[src/rtl/alu_pkg.sv]
// Shared op codes, FSM encoding and helpers for the alu_arbiter slice.
package alu_pkg;

   localparam logic [5:0] OP_ADD  = 6'd0;
   localparam logic [5:0] OP_SLL  = 6'd1;
   localparam logic [5:0] OP_SLT  = 6'd2;
   localparam logic [5:0] OP_SLTU = 6'd3;
   localparam logic [5:0] OP_XOR  = 6'd4;
   localparam logic [5:0] OP_SRL  = 6'd5;
   localparam logic [5:0] OP_OR   = 6'd6;
   localparam logic [5:0] OP_AND  = 6'd7;
   localparam logic [5:0] OP_SRA  = 6'd8;
   localparam logic [5:0] OP_SUB  = 6'd9;
   localparam logic [5:0] OP_MAX  = 6'd9;

   typedef enum logic [1:0] {
      IDLE = 2'd0,
      EXEC = 2'd1,
      RESP = 2'd2
   } state_e;

   function automatic logic is_shift(logic [5:0] op);
      return (op == OP_SLL) || (op == OP_SRL) || (op == OP_SRA);
   endfunction

endpackage

[src/rtl/alu_arbiter_if.sv]
// Request/response bundle between NREQ requesters and the shared ALU arbiter.
interface alu_arbiter_if #(
   parameter int NREQ = 4,
   parameter int IDW  = 2
);
   logic [NREQ-1:0]    req_valid;
   logic [NREQ-1:0]    req_ready;
   logic [6*NREQ-1:0]  req_op;
   logic [32*NREQ-1:0] req_rv1;
   logic [32*NREQ-1:0] req_rv2;
   logic               rsp_valid;
   logic               rsp_ready;
   logic [IDW-1:0]     rsp_id;
   logic [31:0]        rsp_data;
   logic               rsp_err;

   modport master (
      output req_valid, req_op, req_rv1, req_rv2, rsp_ready,
      input  req_ready, rsp_valid, rsp_id, rsp_data, rsp_err
   );

   modport slave (
      input  req_valid, req_op, req_rv1, req_rv2, rsp_ready,
      output req_ready, rsp_valid, rsp_id, rsp_data, rsp_err
   );
endinterface

[src/rtl/alu_arbiter_alu32.sv]
// Combinational 32-bit ALU; undefined op codes produce zero.
module alu32
   import alu_pkg::*;
(
   input  logic [5:0]  op,
   input  logic [31:0] a,
   input  logic [31:0] b,
   output logic [31:0] y
);

   // Shifts use the full b; the caller is responsible for masking the amount.
   always_comb begin
      y = '0;
      case (op)
         OP_ADD:  y = a + b;
         OP_SLL:  y = a << b;
         OP_SLT:  y = {31'd0, $signed(a) < $signed(b)};
         OP_SLTU: y = {31'd0, a < b};
         OP_XOR:  y = a ^ b;
         OP_SRL:  y = a >> b;
         OP_OR:   y = a | b;
         OP_AND:  y = a & b;
         OP_SRA:  y = 32'($signed(a) >>> b);
         OP_SUB:  y = a - b;
         default: y = '0;
      endcase
   end

endmodule

[src/rtl/alu_arbiter.sv]
// Shares one alu32 between NREQ requesters with a tagged, registered response.
// ALU_ARB_RR_EN selects round-robin arbitration; otherwise lowest index wins.
module alu_arbiter
   import alu_pkg::*;
#(
   parameter int NREQ = 4,
   parameter int IDW  = 2
) (
   input  logic          clk,
   input  logic          reset_n,
   alu_arbiter_if.slave  bus,
   output logic          busy
);

   state_e         state_q, state_d;
   logic [5:0]     op_q, op_d;
   logic [31:0]    rv1_q, rv1_d;
   logic [31:0]    rv2_q, rv2_d;
   logic [31:0]    data_q, data_d;
   logic [IDW-1:0] id_q, id_d;
   logic           vld_q, vld_d;
   logic           err_q, err_d;
`ifdef ALU_ARB_RR_EN
   logic [IDW-1:0] last_q, last_d;
`endif

   logic [5:0]     op_arr  [NREQ];
   logic [31:0]    rv1_arr [NREQ];
   logic [31:0]    rv2_arr [NREQ];
   logic           found;
   logic [IDW-1:0] win;
   logic [31:0]    alu_b;
   logic [31:0]    alu_y;

   always_comb begin
      for (int i = 0; i < NREQ; i++) begin
         op_arr[i]  = bus.req_op[6*i +: 6];
         rv1_arr[i] = bus.req_rv1[32*i +: 32];
         rv2_arr[i] = bus.req_rv2[32*i +: 32];
      end
   end

`ifdef ALU_ARB_RR_EN
   // Search starts just after the previous winner.
   always_comb begin
      int             idx;
      logic [IDW-1:0] idx_l;
      found = 1'b0;
      win   = '0;
      for (int k = 1; k <= NREQ; k++) begin
         idx   = (int'(last_q) + k) % NREQ;
         idx_l = IDW'(idx);
         if (!found && bus.req_valid[idx_l]) begin
            found = 1'b1;
            win   = idx_l;
         end
      end
   end
`else
   always_comb begin
      found = 1'b0;
      win   = '0;
      for (int i = NREQ-1; i >= 0; i--) begin
         if (bus.req_valid[i]) begin
            found = 1'b1;
            win   = IDW'(i);
         end
      end
   end
`endif

   assign alu_b = is_shift(op_q) ? {27'd0, rv2_q[4:0]} : rv2_q;

   alu32 u_alu (
      .op (op_q),
      .a  (rv1_q),
      .b  (alu_b),
      .y  (alu_y)
   );

   always_comb begin
      state_d       = state_q;
      op_d          = op_q;
      rv1_d         = rv1_q;
      rv2_d         = rv2_q;
      data_d        = data_q;
      id_d          = id_q;
      vld_d         = vld_q;
      err_d         = err_q;
      bus.req_ready = '0;
`ifdef ALU_ARB_RR_EN
      last_d        = last_q;
`endif
      case (state_q)
         IDLE: begin
            if (found) begin
               bus.req_ready = NREQ'(1) << win;
               op_d          = op_arr[win];
               rv1_d         = rv1_arr[win];
               rv2_d         = rv2_arr[win];
               id_d          = win;
               state_d       = EXEC;
`ifdef ALU_ARB_RR_EN
               last_d        = win;
`endif
            end
         end
         EXEC: begin
            data_d  = alu_y;
            err_d   = (op_q > OP_MAX);
            vld_d   = 1'b1;
            state_d = RESP;
         end
         RESP: begin
            if (bus.rsp_ready) begin
               vld_d   = 1'b0;
               state_d = IDLE;
            end
         end
         default: state_d = IDLE;
      endcase
   end

   always_ff @(posedge clk or negedge reset_n) begin
      if (!reset_n) begin
         state_q <= IDLE;
         op_q    <= '0;
         rv1_q   <= '0;
         rv2_q   <= '0;
         data_q  <= '0;
         id_q    <= '0;
         vld_q   <= 1'b0;
         err_q   <= 1'b0;
`ifdef ALU_ARB_RR_EN
         last_q  <= IDW'(NREQ-1);
`endif
      end else begin
         state_q <= state_d;
         op_q    <= op_d;
         rv1_q   <= rv1_d;
         rv2_q   <= rv2_d;
         data_q  <= data_d;
         id_q    <= id_d;
         vld_q   <= vld_d;
         err_q   <= err_d;
`ifdef ALU_ARB_RR_EN
         last_q  <= last_d;
`endif
      end
   end

   assign bus.rsp_valid = vld_q;
   assign bus.rsp_data  = data_q;
   assign bus.rsp_id    = id_q;
   assign bus.rsp_err   = err_q;
   assign busy          = (state_q != IDLE);

endmodule

[src/flat_wrapper.sv]
// flat-port wrapper written by rule: the top's interface ports become plain ports
module alu_arbiter_flat import alu_pkg::*;
#(
   parameter int NREQ = 4,
   parameter int IDW  = 2
)
  (clk, reset_n, busy, bus_req_valid, bus_req_op, bus_req_rv1, bus_req_rv2, bus_rsp_ready, bus_req_ready, bus_rsp_valid, bus_rsp_id, bus_rsp_data, bus_rsp_err);
  alu_arbiter_if #(.NREQ(NREQ), .IDW(IDW)) bus_i ();
  input  logic clk;
  input  logic reset_n;
  output logic busy;
  input wire logic [$bits(bus_i.req_valid)-1:0] bus_req_valid;
  input wire logic [$bits(bus_i.req_op)-1:0] bus_req_op;
  input wire logic [$bits(bus_i.req_rv1)-1:0] bus_req_rv1;
  input wire logic [$bits(bus_i.req_rv2)-1:0] bus_req_rv2;
  input wire logic [$bits(bus_i.rsp_ready)-1:0] bus_rsp_ready;
  output wire logic [$bits(bus_i.req_ready)-1:0] bus_req_ready;
  output wire logic [$bits(bus_i.rsp_valid)-1:0] bus_rsp_valid;
  output wire logic [$bits(bus_i.rsp_id)-1:0] bus_rsp_id;
  output wire logic [$bits(bus_i.rsp_data)-1:0] bus_rsp_data;
  output wire logic [$bits(bus_i.rsp_err)-1:0] bus_rsp_err;
  assign bus_i.req_valid = bus_req_valid;
  assign bus_i.req_op = bus_req_op;
  assign bus_i.req_rv1 = bus_req_rv1;
  assign bus_i.req_rv2 = bus_req_rv2;
  assign bus_i.rsp_ready = bus_rsp_ready;
  assign bus_req_ready = bus_i.req_ready;
  assign bus_rsp_valid = bus_i.rsp_valid;
  assign bus_rsp_id = bus_i.rsp_id;
  assign bus_rsp_data = bus_i.rsp_data;
  assign bus_rsp_err = bus_i.rsp_err;
  alu_arbiter #(.NREQ(NREQ), .IDW(IDW)) u_core (.clk(clk), .reset_n(reset_n), .bus(bus_i), .busy(busy));
endmodule
[config.mk]
export PLATFORM = sky130hd
export DESIGN_NAME = alu_arbiter_flat
export DESIGN_NICKNAME = d
export VERILOG_FILES = /design/src/rtl/alu_pkg.sv /design/src/rtl/alu_arbiter_if.sv /design/src/rtl/alu_arbiter_alu32.sv /design/src/rtl/alu_arbiter.sv /design/src/flat_wrapper.sv
export SDC_FILE = /design/constraint.sdc
export NUM_CORES = 1
export LEC_CHECK = 0
export BUFFER_PORTS_ARGS = -buffer_cell sky130_fd_sc_hd__buf_2
export CAP_MARGIN = 30
export CORE_MARGIN = 2
export CORE_UTILIZATION = 40
export CTS_CLUSTER_DIAMETER = 80
export DETAILED_ROUTE_END_ITERATION = 8
export PLACE_DENSITY = 0.66
export RECOVER_POWER = 100
export SLEW_MARGIN = 20
export SYNTH_ARGS = -nofsm -noshare
export SYNTH_HDL_FRONTEND = slang
export SYNTH_SLANG_ARGS = --single-unit
export TNS_END_PERCENT = 30
[constraint.sdc]
create_clock -name clk -period 3.6 [get_ports clk]
set_clock_uncertainty 0.1 [all_clocks]
set_input_delay 0.18 -clock clk [delete_from_list [all_inputs] [get_ports clk]]
set_output_delay 0.18 -clock clk [all_outputs]
set_load 0.01 [all_outputs]
==> impl_metrics.csv, run 1 <==
group,metric,value,unit
routing,num_vias,19200,
die,fp.dieArea,39100,sq um
worst_setup_path,cp.arrival,3.85,ns
timing,relSlewSlack,-22.5,%
worst_setup_path,critPathCaptureType,"flip-flop",
timing,worst_slack,-0.0865,ns
power,powerDensity,1230,nW/um^2
synth,synth_top_area_share,18.0,%
timing,fin_crit,3.69,ns
synth,yosysTopAreaCell,"dfrtp_1",
synth,netlist_area,15000,sq um
clock_network,htree_levels,3,
timing,setup_violations,6,
routing,antenna_left,0,
clock_network,cts_inserted_buffers,9,
die,pin_count,328,
timing,hold_violations,0,
timing,clock.fmax,0.271,GHz
placed_design,place_area,19200,sq um
timing,timing.hold.ws,0.00956,ns
die,num_rows,70,
power,p_leak,9.28,nW
timing,tightest_slew,1.84,ns
clock_network,cts_tree,"done",
final_layout,final_common_cell,"buf_4",
final_layout,nets,2901,
job,drv_cap,1,
timing,slew_violations,52,
routing,via_per_inst,6.44,
worst_setup_path,worstSetupPathType,"reg2reg",
worst_setup_path,cp_max_fo,7,
global_routing,antenna_found_initial,3,
clock_network,clock_path_buffers,2,
worst_setup_path,crit_start,"u_core.op_q[0]",
placed_design,dp_slack,-0.120,ns
timing,finalCritPeriodShare,102,%
global_routing,first_global_vias,18300,
clock_network,root_buffer,"clkbuf_16",
die,dieHeight,198,microns
synth,synth.avg_cell_area,7.57,sq um
placed_design,post-dp-hpwl,66300,microns
placed_design,io_buffers,327,
power,p_total,25.3,mW
timing,rsz0062_at_grt,"yes",
hold_path,min_path_type,"in2reg",
synth,synth.yosys.warnings,0,
synth,synth_cell_type_count,86,
synth,ys_ff_latch,108,
routing,wl,84200,microns
status,failed_checks,"max-capacitance violations, max-slew violations, negative setup slack",
final_layout,final_cell_mix,"buf_4 (312), buf_2 (288), nor2_1 (246), a21oi_1 (206), nand2_1 (167)",
power,ir_drop,0.637,mV
worst_setup_path,crit_required,3.77,ns
global_routing,grt_pass1_wl,121000,microns
synth,synth_top_flop_cell,"dfrtp_1",
worst_setup_path,startpoint_type,"flip-flop",
synth,yosysSeqAreaShare,18.0,%
clock_network,insertion_delay,0.39,ns
worst_setup_path,r2r-end,"u_core.bus.rsp_data[24]",
global_routing,grt_usage,42.3,%
final_layout,fin_util,55.7,%
worst_setup_path,reg2reg_depth,17,
worst_setup_path,crit_end,"u_core.bus.rsp_data[24]",
die,die_x,198,microns
routing,drtPass1Iterations,8,
clock_network,cts.clk_slew.worst_paths,0.09,ns
die,initial_utilization,40.8,%
worst_setup_path,r2r_start,"u_core.op_q[0]",
routing,first_iter_violations,2622,
status,outcome,"complete, but fails checks",
synth,async_flop_share,100,%
global_routing,grt_max_degree,90,
routing,wl_per_cell,28.1,microns
synth,yosys-top-cells-area,"dfrtp_1 (18%), ha_1 (8.1%), a21oi_1 (7.4%), nor2_1 (6.2%), mux2_2 (5.9%)",
final_layout,drive_gt1_share,35.2,%
routing,drc_errors,0,
final_layout,area_growth,36.6,%
placed_design,gp_routability_congestion,1.06,
clock_network,cts.sinks,108,
synth,synthCells,1980,
worst_setup_path,worst-r2r-setup-slack,-0.09,ns
synth,synth_edf_count,0,
synth,syn_nets,2366,
final_layout,stdcell_area,20500,sq um
global_routing,gr-total-overflow,0,
die,design.core.area,36800,sq um
-- where the power goes --
part / switching, mW / internal, mW
combinational: 12.9 / 8.83
sequential: 0.674 / 1.69
clock: 0.568 / 0.621
-- cell usage after synthesis, drive strengths merged (24+ instances only) --
library cell    n
clkbuf        104
mux2i          79
a22oi          33
inv           120
nor2          249
ha             97
dfrtp         108
a21oi         224
mux2           80
a222oi         73
buf            53
o22ai          24
mux4           33
nand3          27
o21ai         135
nand2         181
nor3           40
a221oi         24
-- per-layer routing --
metal / part of all wire, % / GRT usage, %
met2: 43 / 63.4
met5: 0 / 0
met4: 7.8 / 28.6
met1: 40 / 55.1
met3: 9.9 / 8.09
-- kinds of logic (layout without fill, tap and decap cells) --
family,Yosys count,in the layout,share of synthesized area [%]
flops,108,108,18.0
xor+xnor,20,20,1.17
other cells,0,2,0
fa+ha+maj,99,99,8.36
simple gates,578,578,16.6
mux,192,192,16.3
buf+inv,278,818,7.69
compound gates,705,705,31.8
-- area by class of cell --
cell class,count,area [sq um]
multi-input combinational,1594,11900
tap,468,586
sequential,108,2710
fill,3589,16300
timing repair buffer,681,4500
antenna,2,5.00
clock inverter,6,96.3
clock buffer,10,229
inverter,121,458
-- metrics by stage --
| step | cells | setup TNS [ns] |
|---|---|---|
| 2_1_floorplan | 1980 | 0 |
| 3_3_place_gp | 2947 | -0.479 |
| 3_5_place_dp | 2947 | -0.774 |
| 4_1_cts | 2977 | 0 |
| 5_1_grt | 2988 | -1.67 |
| 6_report | 2990 | -0.260 |
-- how the worst min path moves through the flow --
stage,start,to,slack [ns],depth (start not counted)
3_3_place_gp,reset_n,u_core.rv1_q[24],0.23,1
3_5_place_dp,reset_n,u_core.rv1_q[24],0.24,1
5_1_grt,bus_req_rv2[105],u_core.rv2_q[9],0.02,3
6_report,bus_req_rv2[114],u_core.rv2_q[18],0.01,3
4_1_cts,bus_req_rv2[125],u_core.rv2_q[29],0.001,3
2_1_floorplan,reset_n,u_core.bus.rsp_data[0],-0.22,0
-- critical path, cell delays in order (launching register included) --
cell     delay, ns
dfrtp_2       0.43
nor2b_4       0.14
o21ai_4       0.14
buf_12        0.14
buf_12        0.15
buf_4         0.12
nand2_1       0.17
ha_4          0.39
inv_1         0.09
buf_4         0.16
a21oi_2       0.26
mux2i_1       0.22
o22ai_1       0.09
a21oi_1       0.23
nand3_1       0.13
a221o_1       0.27
a21oi_1       0.20
a32oi_1       0.14
-- timing repair --
action	4_1_cts	5_1_grt
setup buffers	5	10
hold endpoints to repair	73	0
resized for setup	58	84
hold buffers	7	0
endpoints found under the setup margin	10	26
pin swaps	18	37
gates cloned	2	2
-- state kept, by name, indices dropped and copies added (netlist names) --
register	flops
u_core.bus.rsp_data	32
u_core.bus.rsp_err	1
u_core.bus.rsp_id	2
u_core.bus.rsp_valid	1
u_core.op_q	6
u_core.rv1_q	32
u_core.rv2_q	32
u_core.state_q	2
(Power assumes the default switching activity.)
==> run 2, diff against run 1 <==
Settings changed: BUFFER_PORTS_ARGS -buffer_cell sky130_fd_sc_hd__buf_2 to -buffer_cell sky130_fd_sc_hd__buf_4, SETUP_SLACK_MARGIN from default to 0.02.
==> impl_metrics.csv, run 2 (synthesis results as in run 1) <==
group,metric,value,unit
die,design.core.area,36800,sq um
power,p_sw,14.0,mW
timing,timing.hold.ws,0.0113,ns
power,combPwrFrac,86.4,%
placed_design,dp_slack,-0.249,ns
global_routing,gr-total-overflow,0,
final_layout,fin_util,58.0,%
final_layout,multiInputGateArea,12100,sq um
die,dieHeight,198,microns
routing,wl_per_cell,28.1,microns
worst_setup_path,cp.arrival,3.91,ns
worst_setup_path,critPathCaptureType,"flip-flop",
power,p_leak,9.53,nW
clock_network,insertion_delay,0.40,ns
die,initial_utilization,40.8,%
timing,fin_crit,3.71,ns
clock_network,root_buffer,"clkbuf_16",
worst_setup_path,cp_max_fo,6,
clock_network,htree_levels,3,
status,outcome,"complete, but fails checks",
timing,setup_violations,2,
power,power_frac_clock,4.2,%
power,powerDensity,1180,nW/um^2
placed_design,gp_routability_congestion,1.08,
timing,relSlewSlack,-2.13,%
global_routing,met1_usage,54.4,%
global_routing,grt_pass1_wl,121000,microns
timing,rsz0062_at_grt,"yes",
worst_setup_path,cp.buffers_inverters,3,
placed_design,placed_cells,2949,
clock_network,cts_inserted_buffers,9,
die,die_x,198,microns
timing,worst_slack,-0.107,ns
routing,drc_errors,0,
clock_network,cts_tree,"done",
global_routing,use_met2,65.5,%
worst_setup_path,critPathTopFamily,"compound AO/OA/AOI/OAI gates",
worst_setup_path,startpoint_type,"flip-flop",
routing,antenna_left,0,
worst_setup_path,crit_required,3.80,ns
hold_path,hold-path-cell-count,3,
power,pwr-share-seq,9.4,%
global_routing,grt_usage,42.2,%
die,pin_count,328,
power,ir_drop,0.519,mV
routing,drtPass1Iterations,9,
final_layout,fillers,3416,
final_layout,area_growth,42.3,%
status,failed_checks,"max-capacitance violations, max-slew violations, negative setup slack",
final_layout,register_area,2710,sq um
final_layout,nets,2904,
final_layout,stdcell_area,21300,sq um
global_routing,grt-busiest-layer,"met2",
final_layout,fin_cells,2992,
worst_setup_path,worst_path_max_delay_cell,"dfrtp_1",
final_layout,final_common_cell,"buf_4",
routing,num_vias,19200,
routing,via_per_inst,6.42,
worst_setup_path,worstSetupPathType,"reg2reg",
power,switching_share,55.6,%
global_routing,antenna_found_initial,1,
global_routing,grt_max_degree,144,
global_routing,grtUsageMet3,6.44,%
timing,slew_violations,50,
clock_network,cts.clk_slew.worst_paths,0.09,ns
final_layout,drive_gt1_share,36.1,%
routing,first_iter_violations,2461,
worst_setup_path,crit_cells,17,
global_routing,first_global_vias,18400,
clock_network,clock_path_buffers,2,
clock_network,cts.sinks,108,
worst_setup_path,crit_chain,"nor3b_4 -> o21ai_2 -> buf_6 -> clkbuf_16 -> buf_8 -> nand2_4 -> ha_4 -> a21oi_2 -> o211ai_1 -> a221o_1 -> nand3b_1 -> o21ai_2 -> or2_4 -> a211oi_4 -> a2111oi_4 -> mux2i_1 -> and3_1",
job,drv_cap,1,
placed_design,io_buffers,327,
die,num_rows,70,
timing,finalCritPeriodShare,103,%
routing,wl,84100,microns
final_layout,final_cell_mix,"buf_4 (605), nor2_1 (245), a21oi_1 (207), nand2_1 (160)",
placed_design,place_area,20000,sq um
power,internal-power,11.2,mW
die,fp.dieArea,39100,sq um
worst_setup_path,reg2reg_depth,17,
placed_design,post-dp-hpwl,66500,microns
timing,tightest_slew,1.53,ns
timing,hold_violations,0,
worst_setup_path,cpMostUsedCell,"o21ai_2",
worst_setup_path,slowest_delay,0.40,ns
timing,clock.fmax,0.270,GHz
hold_path,min_path_type,"in2reg",
## run 2: changes by cell type in the layout (fill, tap and decap cells not counted), moves of 3 or more
| cell | delta |
|---|---|
| ha_4 | +5 |
| a21oi_4 | +3 |
| ha_1 | -3 |
| clkbuf_1 | -4 |
| buf_2 | -288 |
| nand2_4 | +8 |
| buf_4 | +293 |
| buf_12 | -3 |
| buf_6 | +5 |
| a21oi_2 | -4 |
| nand2_1 | -7 |
## run 2: power by group through the flow
stage	clock network [mW]	logic, mW	registers [mW]
2_1_floorplan	0	10.7	2.21
3_3_place_gp	0	19.1	2.31
3_5_place_dp	0	19.2	2.32
4_1_cts	1.07	19.9	2.31
5_1_grt	1.11	23.0	2.41
6_report	1.07	21.8	2.38
## run 2: path summary, 6_finish.rpt
path	slack (ns)	start	end
max	-0.11	u_core.op_q[3]	u_core.bus.rsp_data[28]
min	0.01	bus_req_rv2[113]	u_core.rv2_q[17]
max reg2reg	-0.11	u_core.op_q[3]	u_core.bus.rsp_data[28]
min reg2reg	0.38	u_core.bus.rsp_data[7]	u_core.bus.rsp_data[7]
max in group asynchronous	0.53	reset_n	u_core.op_q[0]
min in group asynchronous	0.59	reset_n	u_core.rv1_q[24]
## run 2: final cells by class
class / instances / share of cell area [%]
well taps: 468 / 2.74
clock buffers: 12 / 1.16
repair buffers: 684 / 24.4
flip-flops and latches: 108 / 12.7
inverters: 121 / 2.13
diodes: 1 / 0.0117
clock inverters: 4 / 0.158
multi-input cells: 1594 / 56.7
## run 2: what timing repair did
item                       in CTS  in global routing
cloned                          1                  1
pin swaps                      18                 71
hold buffers                    9                  0
hold endpoints to repair       56                  0
setup endpoints to repair      12                 24
resized for setup              58                123
setup buffers                   5                 10
## run 2: worst register-to-register path: cells and delay by family, from the launching register on
family	cells	cell delay, ns
flops	1	0.40
fa+ha+maj	1	0.28
mux	1	0.16
compound gates	7	1.41
simple gates	5	0.81
buf+inv	3	0.49
## run 2: per-stage QoR
step	total power, mW	TNS, ns
floorplan	12.9	0
global route	26.5	-1.11
global placement	21.4	-0.644
detailed placement	21.5	-1.01
finish	25.3	-0.134
CTS	23.3	-0.0136
## run 2: routing by layer
metal  vias to the layer above  wire, microns
li1                       8508              -
met1                      9194          33400
met2                      1223          37000
met3                       273           7330
met4                         2           6340
met5                         -             16
